==> src/rtl/codificador_instruccion.sv <==
// -----------------------------------------------------------------------------
// codificador_instruccion
//
// Packs decoded RV32I fields (format, opcode, registers, function fields and a
// full-width constant) into a 32-bit instruction word. It flags constants that
// do not fit the selected format and formats that do not exist. The datapath is
// a two-stage valid/ready pipeline: S1 holds the raw fields and S2 holds the
// encoded word. Two saturating counters track output transfers and erroneous
// output transfers.
//
// Ports
//   clk             in   rising-edge clock
//   reset           in   asynchronous, active-high reset
//   in_valid        in   input fields valid this cycle
//   in_ready        out  block can accept input (combinational from out_ready)
//   formato         in   3  0=R 1=I 2=S 3=B 4=U 5=J, 6/7 illegal
//   opcode          in   7  instruction bits [6:0]
//   rd, rs1, rs2    in   5  register indices
//   funct3          in   3  function field
//   funct7          in   7  function field
//   constante       in   32 immediate (byte offset for B/J, pre-shifted for U)
//   out_valid       out  instruccion is valid
//   out_ready       in   consumer accepts
//   instruccion     out  32 encoded instruction word
//   error_rango     out  constant out of range, or illegal format
//   contador_instr  out  16 saturating count of output transfers
//   contador_error  out  8  saturating count of erroneous output transfers
// -----------------------------------------------------------------------------
module codificador_instruccion (
  input  logic        clk,
  input  logic        reset,
  input  logic        in_valid,
  output logic        in_ready,
  input  logic [2:0]  formato,
  input  logic [6:0]  opcode,
  input  logic [4:0]  rd,
  input  logic [4:0]  rs1,
  input  logic [4:0]  rs2,
  input  logic [2:0]  funct3,
  input  logic [6:0]  funct7,
  input  logic [31:0] constante,
  output logic        out_valid,
  input  logic        out_ready,
  output logic [31:0] instruccion,
  output logic        error_rango,
  output logic [15:0] contador_instr,
  output logic [7:0]  contador_error
);

  typedef enum logic [2:0] {
    FMT_R = 3'd0,
    FMT_I = 3'd1,
    FMT_S = 3'd2,
    FMT_B = 3'd3,
    FMT_U = 3'd4,
    FMT_J = 3'd5
  } formato_e;

  typedef struct packed {
    logic [2:0]  formato;
    logic [6:0]  opcode;
    logic [4:0]  rd;
    logic [4:0]  rs1;
    logic [4:0]  rs2;
    logic [2:0]  funct3;
    logic [6:0]  funct7;
    logic [31:0] constante;
  } campos_t;

  // Stage 1: raw fields
  logic    s1_valid;
  campos_t s1;

  // Stage 2: encoded word
  logic    s2_valid;

  // Handshake. S2 can take a new entry when it is empty or draining this
  // cycle; S1 can take one when it is empty or its entry moves into S2.
  logic s2_load;
  logic out_fire;

  assign s2_load   = !s2_valid || out_ready;
  assign in_ready  = !s1_valid || s2_load;
  assign out_valid = s2_valid;
  assign out_fire  = s2_valid && out_ready;

  // ---------------------------------------------------------------------------
  // Encoder and range check on the S1 contents
  // ---------------------------------------------------------------------------
  logic [31:0] c;
  logic [31:0] enc_instr;
  logic        enc_err;

  assign c = s1.constante;

  // NOTE: every output of this block is given a default before the case, so
  // no path through it leaves a value unassigned and no latch is inferred.
  always_comb begin
    enc_instr = '0;
    enc_err   = 1'b0;
    case (s1.formato)
      FMT_R: begin
        enc_instr = {s1.funct7, s1.rs2, s1.rs1, s1.funct3, s1.rd, s1.opcode};
      end
      FMT_I: begin
        enc_instr = {c[11:0], s1.rs1, s1.funct3, s1.rd, s1.opcode};
        // Sign-extended 12-bit value: bits 31..11 must all match.
        enc_err   = !((&c[31:11]) || !(|c[31:11]));
      end
      FMT_S: begin
        enc_instr = {c[11:5], s1.rs2, s1.rs1, s1.funct3, c[4:0], s1.opcode};
        enc_err   = !((&c[31:11]) || !(|c[31:11]));
      end
      FMT_B: begin
        enc_instr = {c[12], c[10:5], s1.rs2, s1.rs1, s1.funct3, c[4:1], c[11],
                     s1.opcode};
        // 13-bit signed even offset; bit 0 is not encodable.
        enc_err   = !((&c[31:12]) || !(|c[31:12])) || c[0];
      end
      FMT_U: begin
        enc_instr = {c[31:12], s1.rd, s1.opcode};
        enc_err   = |c[11:0];
      end
      FMT_J: begin
        enc_instr = {c[20], c[10:1], c[11], c[19:12], s1.rd, s1.opcode};
        // 21-bit signed even offset.
        enc_err   = !((&c[31:20]) || !(|c[31:20])) || c[0];
      end
      default: begin
        enc_instr = '0;
        enc_err   = 1'b1;
      end
    endcase
  end

  // ---------------------------------------------------------------------------
  // Stage 1 register
  // ---------------------------------------------------------------------------
  // NOTE: state is updated with non-blocking assignments so that every
  // register samples the pre-edge values of the others, whatever the order.
  always_ff @(posedge clk or posedge reset) begin
    if (reset) begin
      s1_valid <= 1'b0;
      s1       <= '0;
    end else if (in_ready) begin
      s1_valid <= in_valid;
      if (in_valid) begin
        s1 <= '{formato:   formato,
                opcode:    opcode,
                rd:        rd,
                rs1:       rs1,
                rs2:       rs2,
                funct3:    funct3,
                funct7:    funct7,
                constante: constante};
      end
    end
  end

  // ---------------------------------------------------------------------------
  // Stage 2 register: holds while out_valid=1 and out_ready=0
  // ---------------------------------------------------------------------------
  always_ff @(posedge clk or posedge reset) begin
    if (reset) begin
      s2_valid    <= 1'b0;
      instruccion <= '0;
      error_rango <= 1'b0;
    end else if (s2_load) begin
      s2_valid <= s1_valid;
      if (s1_valid) begin
        instruccion <= enc_instr;
        error_rango <= enc_err;
      end
    end
  end

  // ---------------------------------------------------------------------------
  // Saturating transfer counters
  // ---------------------------------------------------------------------------
  always_ff @(posedge clk or posedge reset) begin
    if (reset) begin
      contador_instr <= '0;
      contador_error <= '0;
    end else if (out_fire) begin
      if (contador_instr != 16'hFFFF) contador_instr <= contador_instr + 16'd1;
      if (error_rango && (contador_error != 8'hFF))
        contador_error <= contador_error + 8'd1;
    end
  end

endmodule

==> config.mk <==
export PLATFORM = sky130hd
export DESIGN_NAME = codificador_instruccion
export DESIGN_NICKNAME = d
export VERILOG_FILES = /design/src/rtl/codificador_instruccion.sv
export SDC_FILE = /design/constraint.sdc
export NUM_CORES = 1
export LEC_CHECK = 0
export ABC_AREA = 1
export CAP_MARGIN = 10
export CORE_MARGIN = 1.5
export CORE_UTILIZATION = 45
export CTS_CLUSTER_SIZE = 28
export DETAILED_ROUTE_END_ITERATION = 8
export DONT_BUFFER_PORTS = 1
export HOLD_SLACK_MARGIN = 0.15
export PLACE_DENSITY = 0.71
export SLEW_MARGIN = 20
export SYNTH_ARGS = -nofsm -noshare
export SYNTH_HDL_FRONTEND = slang
export SYNTH_SLANG_ARGS = --single-unit
==> constraint.sdc <==
create_clock -name clk -period 5.4 [get_ports clk]
set_input_delay 1.08 -clock clk [delete_from_list [all_inputs] [get_ports clk]]
set_output_delay 1.08 -clock clk [all_outputs]
set_load 0.005 [all_outputs]
==> results of run 1 <==
==> cells by family after synthesis <==
logic type / Yosys count / synth area share [%]
AND/OR/NAND/NOR: 253 / 18.24
XOR/XNOR: 18 / 2.667
AO/OA/AOI/OAI: 74 / 8.593
buffers and inverters: 87 / 6.455
adder cells (fa/ha/maj): 2 / 0.4232
flip-flops: 126 / 53.33
multiplexers: 54 / 10.29
==> layout by cell type, fill, tap and decap left out, drive strengths merged, types with 9 or more instances in the layout <==
cell    instances
nand3          14
inv            67
nor2           90
nand2         128
o21ai          18
xor2           12
dfrtp         126
clkinv          9
nand4           9
clkbuf         19
a21oi          26
mux2           54
nor3           10
==> power groups by stage <==
stage	sequential [mW]	combinational (mW)	clock, mW
3_5_place_dp	1.40	0.500	0
4_1_cts	1.38	0.505	1.15
2_1_floorplan	1.31	0.431	0
6_report	1.38	0.500	1.12
5_1_grt	1.41	0.573	1.19
3_3_place_gp	1.39	0.476	0
==> worst max path at each step <==
| stage | start | endpoint |
|---|---|---|
| floorplan | reset | c[0] |
| global placement | out_ready | error_rango |
| detailed placement | out_ready | error_rango |
| CTS | out_ready | in_ready |
| global route | out_ready | error_rango |
| finish | out_ready | in_ready |
==> area by class of cell <==
class | instances | area, um2
fillers | 1181 | 6100
clock inverters | 13 | 141.4
clock buffers | 19 | 452.9
flip-flops and latches | 126 | 3153
repair buffers | 2 | 15.01
inverters | 68 | 262.8
multi-input cells | 401 | 2382
well taps | 172 | 215.2
==> flip-flops by register name, indices dropped and copies added, names as in the netlist <==
register,count
instruccion,32
contador_error,8
s1_valid,1
error_rango,1
out_valid,1
c,32
s1,35
contador_instr,16
==> synth_stat cells (2+ instances only) <==
library cell,number,area share (%)
nor2_1,88,5.6
xnor2_1,6,0.89
a21oi_1,25,2.1
o221ai_1,3,0.44
o32ai_2,6,1.7
xor2_1,12,1.8
buf_2,6,0.51
nand3b_1,2,0.25
nand3_2,2,0.34
clkbuf_1,2,0.13
o211ai_1,8,1.0
o21ai_0,12,1.0
nand2_1,123,7.8
o21ai_1,6,0.51
ha_1,2,0.42
nor3_1,5,0.42
nor3_2,4,0.68
dfrtp_1,126,53
nand4_1,9,0.95
a31oi_1,6,0.63
inv_1,62,3.9
o22ai_1,5,0.53
nand3_1,12,1.0
nand2_2,4,0.42
inv_2,4,0.25
mux2_2,54,10
buf_4,10,1.3
==> through the flow <==
stage               utilization, %  cell area, um2  hold WS, ns  instances
floorplan                        -            5912       0.4723        614
finish                       52.06            6623       0.5070        801
global route                 52.06            6623       0.5138        801
CTS                          52.04            6620       0.5073        801
detailed placement           47.36            6026       0.4945        769
global placement             47.36            6026       0.4902        769
==> metal layers <==
metal	vias to the layer above	track usage, %	share of wire [%]
met3	33	8.043	9.2
met5	-	0	0
met2	158	32.57	49
met1	2072	24.28	39
li1	2020	-	-
met4	0	10.98	3.1
==> results by group, run 1 <==
Die
  • Rows: 41
  • IO Pins: 130
  • DIE WIDTH: 117.6 um
  • Core region area: 12720 um2
  • Die area: 13830 um2
  • DIE HEIGHT: 117.6 um
  • Initial Utilization: 46.47%

Timing
  • Final worst path period need: about 2.4 ns
  • Max Clk Rate: 410.6 MHz
  • Final setup TNS: 0 ns
  • RSZ-0062 raised after global routing: false
  • Slew headroom: 28.82%
  • Worst slew pin tran: 1.068 ns
  • # setup viols final: 0
  • Tcrit/Tclk final: a little under half
  • Slack of the critical path: about 3 ns
  • Final Hold Fails: 0
  • Pins Over Slew Limit: 0
  • Clock skew: 0.009819 ns

Final layout
  • Layout area overhead: 12.02%
  • Share of post-route cells with drive strength above 1: between 10% and 20%
  • Antenna diodes: 0
  • Final nets: ~690

Power
  • Leakage: 3.000 nW
  • Internal: 2.078 mW
  • Combinational share of power: roughly 17%
  • Peak supply drop: 0.0002549 V
  • Sequential Power Share: 45.9%
  • NetSw: 0.9238 mW
  • Total power: 3.001 mW
  • Clock power frac: 37.5%
  • PD cells: 453.2 nW/um2
  • Sw frac: 30.78%

Logic synthesis
  • Unique masters post-synth: 37
  • Post-synthesis async set-or-reset flop share: 100.0%
  • Register bit total from synthesis: 126
  • EDFF count, synth: 0
  • Primary FF master, synth: dfrtp_1
  • Mapped Area: 5912 um2
  • Net count after synthesis: roughly 690
  • Synth Instances: 614
  • Mean post-synth cell area: 9.629 um2
  • YS warnings: 0
  • Post-synthesis sequential area ratio: 53.33%

CTS
  • PostCTS Resize Cnt: 0
  • H-tree Lvls: 4
  • Clk sinks: around 130
  • CTS max path bufs: 2
  • Root Buffer: clkbuf_16
  • Num CTS Buffers: 17
  • Clock-pin transition on the worst setup and hold timing paths: 0.06 ns
  • Skew-Pair Late Insertion Delay: about 0.42 ns
  • Setup bufs post-CTS: 0
  • CTS tree: yes
  • Hold_buf cts: 0

Setup path
  • CP bufs+invs: 1
  • CP Max Fanout: 3
  • CP max-delay cell: nand3_2
  • Worst r2r src: out_valid
  • Number of cells on the critical path: 2
  • Cells along the critical path: inv_1, nand3_2
  • CP endpoint kind: primary output
  • Reg2reg path depth: 7
  • CP required: about 4.3 ns
  • Worst EP arrival: 1.36 ns
  • Startpoint type of the worst setup path: input pin
  • Crit path largest cell delay: 0.16 ns
  • RR Endpoint: error_rango
  • Crit Path Category: in2out
  • Top Family by Delay on Critical Path: simple AND/OR/NAND/NOR gates
  • R2r setup slk: 3.26 ns

Detailed routing
  • WL per Instance: 16.73 um
  • Vias/cell: 5.347
  • Drt drc: 0
  • Via count: 4283
  • DRT iter0 DRCs: 342
  • Drt pass-1 iters: 5
  • Antenna viol nets, final: 0
  • Routed WL: 13400 um

Global route
  • Largest net degree at the start of global routing: 92
  • Initial antenna violation count: 0
  • Grt ovf: 0
  • First-pass GRT wire length: 22540 um
  • Vias in the first global route: 4520
  • Tot GR Track Use: 20.62%

Worst hold path
  • HP Start: s1[47]
  • Worst Hold Path EP: s1[47]
  • Worst Hold Class: reg2reg
  • Hold Crit Depth: 1

Placed design
  • Dpl ws: about 2.6 ns
  • Buffers on Ports: 0
  • Routability Congestion: around 0.88
  • Hpwl dp: 9308 um

Flow run
  • Max-Cap Viols: 0

Run status
  • Status: finished clean
Power figures use the tool's default switching activity.
==> inputs of run 2 (changes only) <==
clock period = 2.5 ns   (was 5.4 ns; I/O delays follow)
==> results by group, run 2 (same netlist as run 1, synthesis figures left out) <==
Placed design
  • Hpwl dp: 9920 um (+6.6%)
  • Routability Congestion: 0.9091 (+3.3%)
  • Buffers on Ports: 0 (unchanged)

Detailed routing
  • Drt pass-1 iters: 5 (unchanged)
  • DRT iter0 DRCs: 384 (+12%)
  • Vias/cell: 5.353 (+0.11%)
  • Routed WL: 13800 um (+3.0%)
  • Drt drc: 0 (unchanged)
  • Via count: 4336 (+1.2%)
  • Antenna viol nets, final: 0 (unchanged)
  • WL per Instance: 17.03 um (+1.8%)

Final layout
  • Layout area overhead: 13.33%
  • Antenna diodes: 0 (unchanged)
  • Share of post-route cells with drive strength above 1: 18.81% (+0.37 points)
  • Commonest non-fill, non-tap cell in the layout: dfrtp_1
  • Core Util, Final: 52.67% (+0.61 points)
  • Commonest cells after routing, fill and taps aside: dfrtp_1 (126), nand2_1 (123), nor2_1 (88)
  • Number of flip-flops in the largest register: 35 (unchanged)
  • Final nets: 698 (+1.3%)
  • Top reg by flops: s1

Timing
  • Pins Over Slew Limit: 0 (unchanged)
  • Tcrit/Tclk final: ~72%
  • RSZ-0062 raised after global routing: false
  • Final worst path period need: 1.811 ns
  • Clock skew: 0.007050 ns (-0.002769 ns)
  • Max Clk Rate: roughly 550 MHz
  • Slew headroom: 58.97% (+30 points)
  • Worst slew pin tran: 0.6139 ns (-0.4538 ns)
  • Final setup TNS: 0 ns (unchanged)
  • Final Hold Fails: 0 (unchanged)
  • # setup viols final: 0 (unchanged)

CTS
  • Setup bufs post-CTS: 0 (unchanged)
  • H-tree Lvls: 4 (unchanged)
  • CTS max path bufs: 2 (unchanged)
  • Clock-pin transition on the worst setup and hold timing paths: 0.06 ns (about the same)
  • Skew-Pair Late Insertion Delay: 0.42 ns (about the same)
  • Clk sinks: 126 (unchanged)
  • CTS tree: yes
  • Root Buffer: clkbuf_16
  • Num CTS Buffers: 17 (unchanged)

Global route
  • Global routing met1 resource utilization: 24.08% (-0.20 points)
  • Vias in the first global route: 4576 (+1.2%)
  • Initial antenna violation count: 1 (+1)
  • GR met2 Demand/Resource: 35.16% (+2.6 points)
  • First-pass GRT wire length: 22760 um (+1.0%)
  • Tot GR Track Use: 21.05% (+0.43 points)
  • Largest net degree at the start of global routing: 31 (-66%)
  • GR peak layer: met2
  • GRT met3 Usage: 7.267% (-0.78 points)
  • Grt ovf: 0 (unchanged)

Die
  • Die area: 13830 um2 (unchanged)
  • Initial Utilization: 46.47% (unchanged)
  • Rows: 41 (unchanged)
  • IO Pins: 130 (unchanged)
  • Core region area: 12720 um2 (unchanged)
  • DIE WIDTH: 117.6 um (unchanged)
  • DIE HEIGHT: 117.6 um (unchanged)

Setup path
  • Crit Path Category: reg2reg
  • Top Family by Delay on Critical Path: simple AND/OR/NAND/NOR gates
  • Crit path largest cell delay: 0.42 ns (+0.26 ns)
  • CP max-delay cell: dfrtp_1
  • Cells along the critical path: ha_1, nand3_1, nor3_4, nand3_2, nand2_4, inv_4, nand2_2, xor2_1
  • Startpoint type of the worst setup path: flop
  • Worst EP arrival: 2.15 ns (+0.79 ns)
  • CP Max Fanout: 15 (+12)
  • CP endpoint kind: flop
  • CP bufs+invs: 1 (unchanged)
  • CP required: 2.83 ns (-1.49 ns)

Flow run
  • Max-Cap Viols: 0 (unchanged)

Worst hold path
  • Worst Hold Class: in2reg

Power
  • Peak supply drop: 0.0005394 V (+110%)
  • Leakage: 3.037 nW (+1.2%)
  • PD cells: 969.5 nW/um2 (+110%)

Run status
  • Status: finished clean
==> run 2: area by class of cell <==
| cell class | count | area, um2 |
|---|---|---|
| fillers | 1158 | 6022 |
| flip-flops and latches | 126 | 3153 |
| multi-input cells | 401 | 2382 |
| clock buffers | 23 | 467.9 |
| inverters | 68 | 261.5 |
| well taps | 172 | 215.2 |
| clock inverters | 9 | 110.1 |
| repair buffers | 11 | 110.1 |
==> run 2: path summary, 6_finish.rpt <==
check	startpoint	depth (start not counted)	endpoint	slack (ns)
max	contador_instr[0]	8	contador_instr[11]	0.69
min	funct7[6]	1	s1[38]	0.23
max reg2reg	contador_instr[0]	8	contador_instr[11]	0.69
min reg2reg	s1[52]	1	s1[52]	0.51
max in group asynchronous	reset	3	contador_instr[12]	1.18
min in group asynchronous	reset	2	s1[36]	0.58
==> run 2: worst reg2reg max path: cells and delay by family, from the launching register on <==
| kind | cells | cell delay, ns |
|---|---|---|
| simple gates | 5 | 0.80 |
| flops | 1 | 0.42 |
| fa+ha+maj | 1 | 0.27 |
| xor+xnor | 1 | 0.14 |
| buf+inv | 1 | 0.10 |
==> run 2: power breakdown <==
group / leakage (nW) / internal (mW) / switching, mW
clock network: 0.274 / 1.52 / 0.880
logic: 1.26 / 0.486 / 0.641
registers: 1.50 / 2.50 / 0.467
==> run 2: metrics by stage <==
step | cells | area [um2] | hold slack [ns] | setup WS (ns) | total power [mW]
floorplan | 614 | 5916 | 0.4723 | 0.4467 | 3.771
global placement | 777 | 6112 | 0.4069 | 0.7075 | 4.042
detailed placement | 777 | 6112 | 0.4218 | 0.6700 | 4.128
CTS | 810 | 6700 | 0.2132 | 0.7153 | 6.548
global route | 810 | 6700 | 0.2132 | 0.5390 | 6.835
finish | 810 | 6700 | 0.2288 | 0.6890 | 6.496
==> run 2: routing by layer <==
layer / up-vias / share of wire, %
li1: 2027 / -
met1: 2122 / 39
met2: 158 / 50
met3: 29 / 8.0
met4: 0 / 2.6
met5: - / 0
==> run 2: what timing repair did <==
action	in CTS	in global routing
hold buffers	1	0
hold endpoints to repair	17	0
gates resized for setup	0	0
setup endpoints to repair	0	0
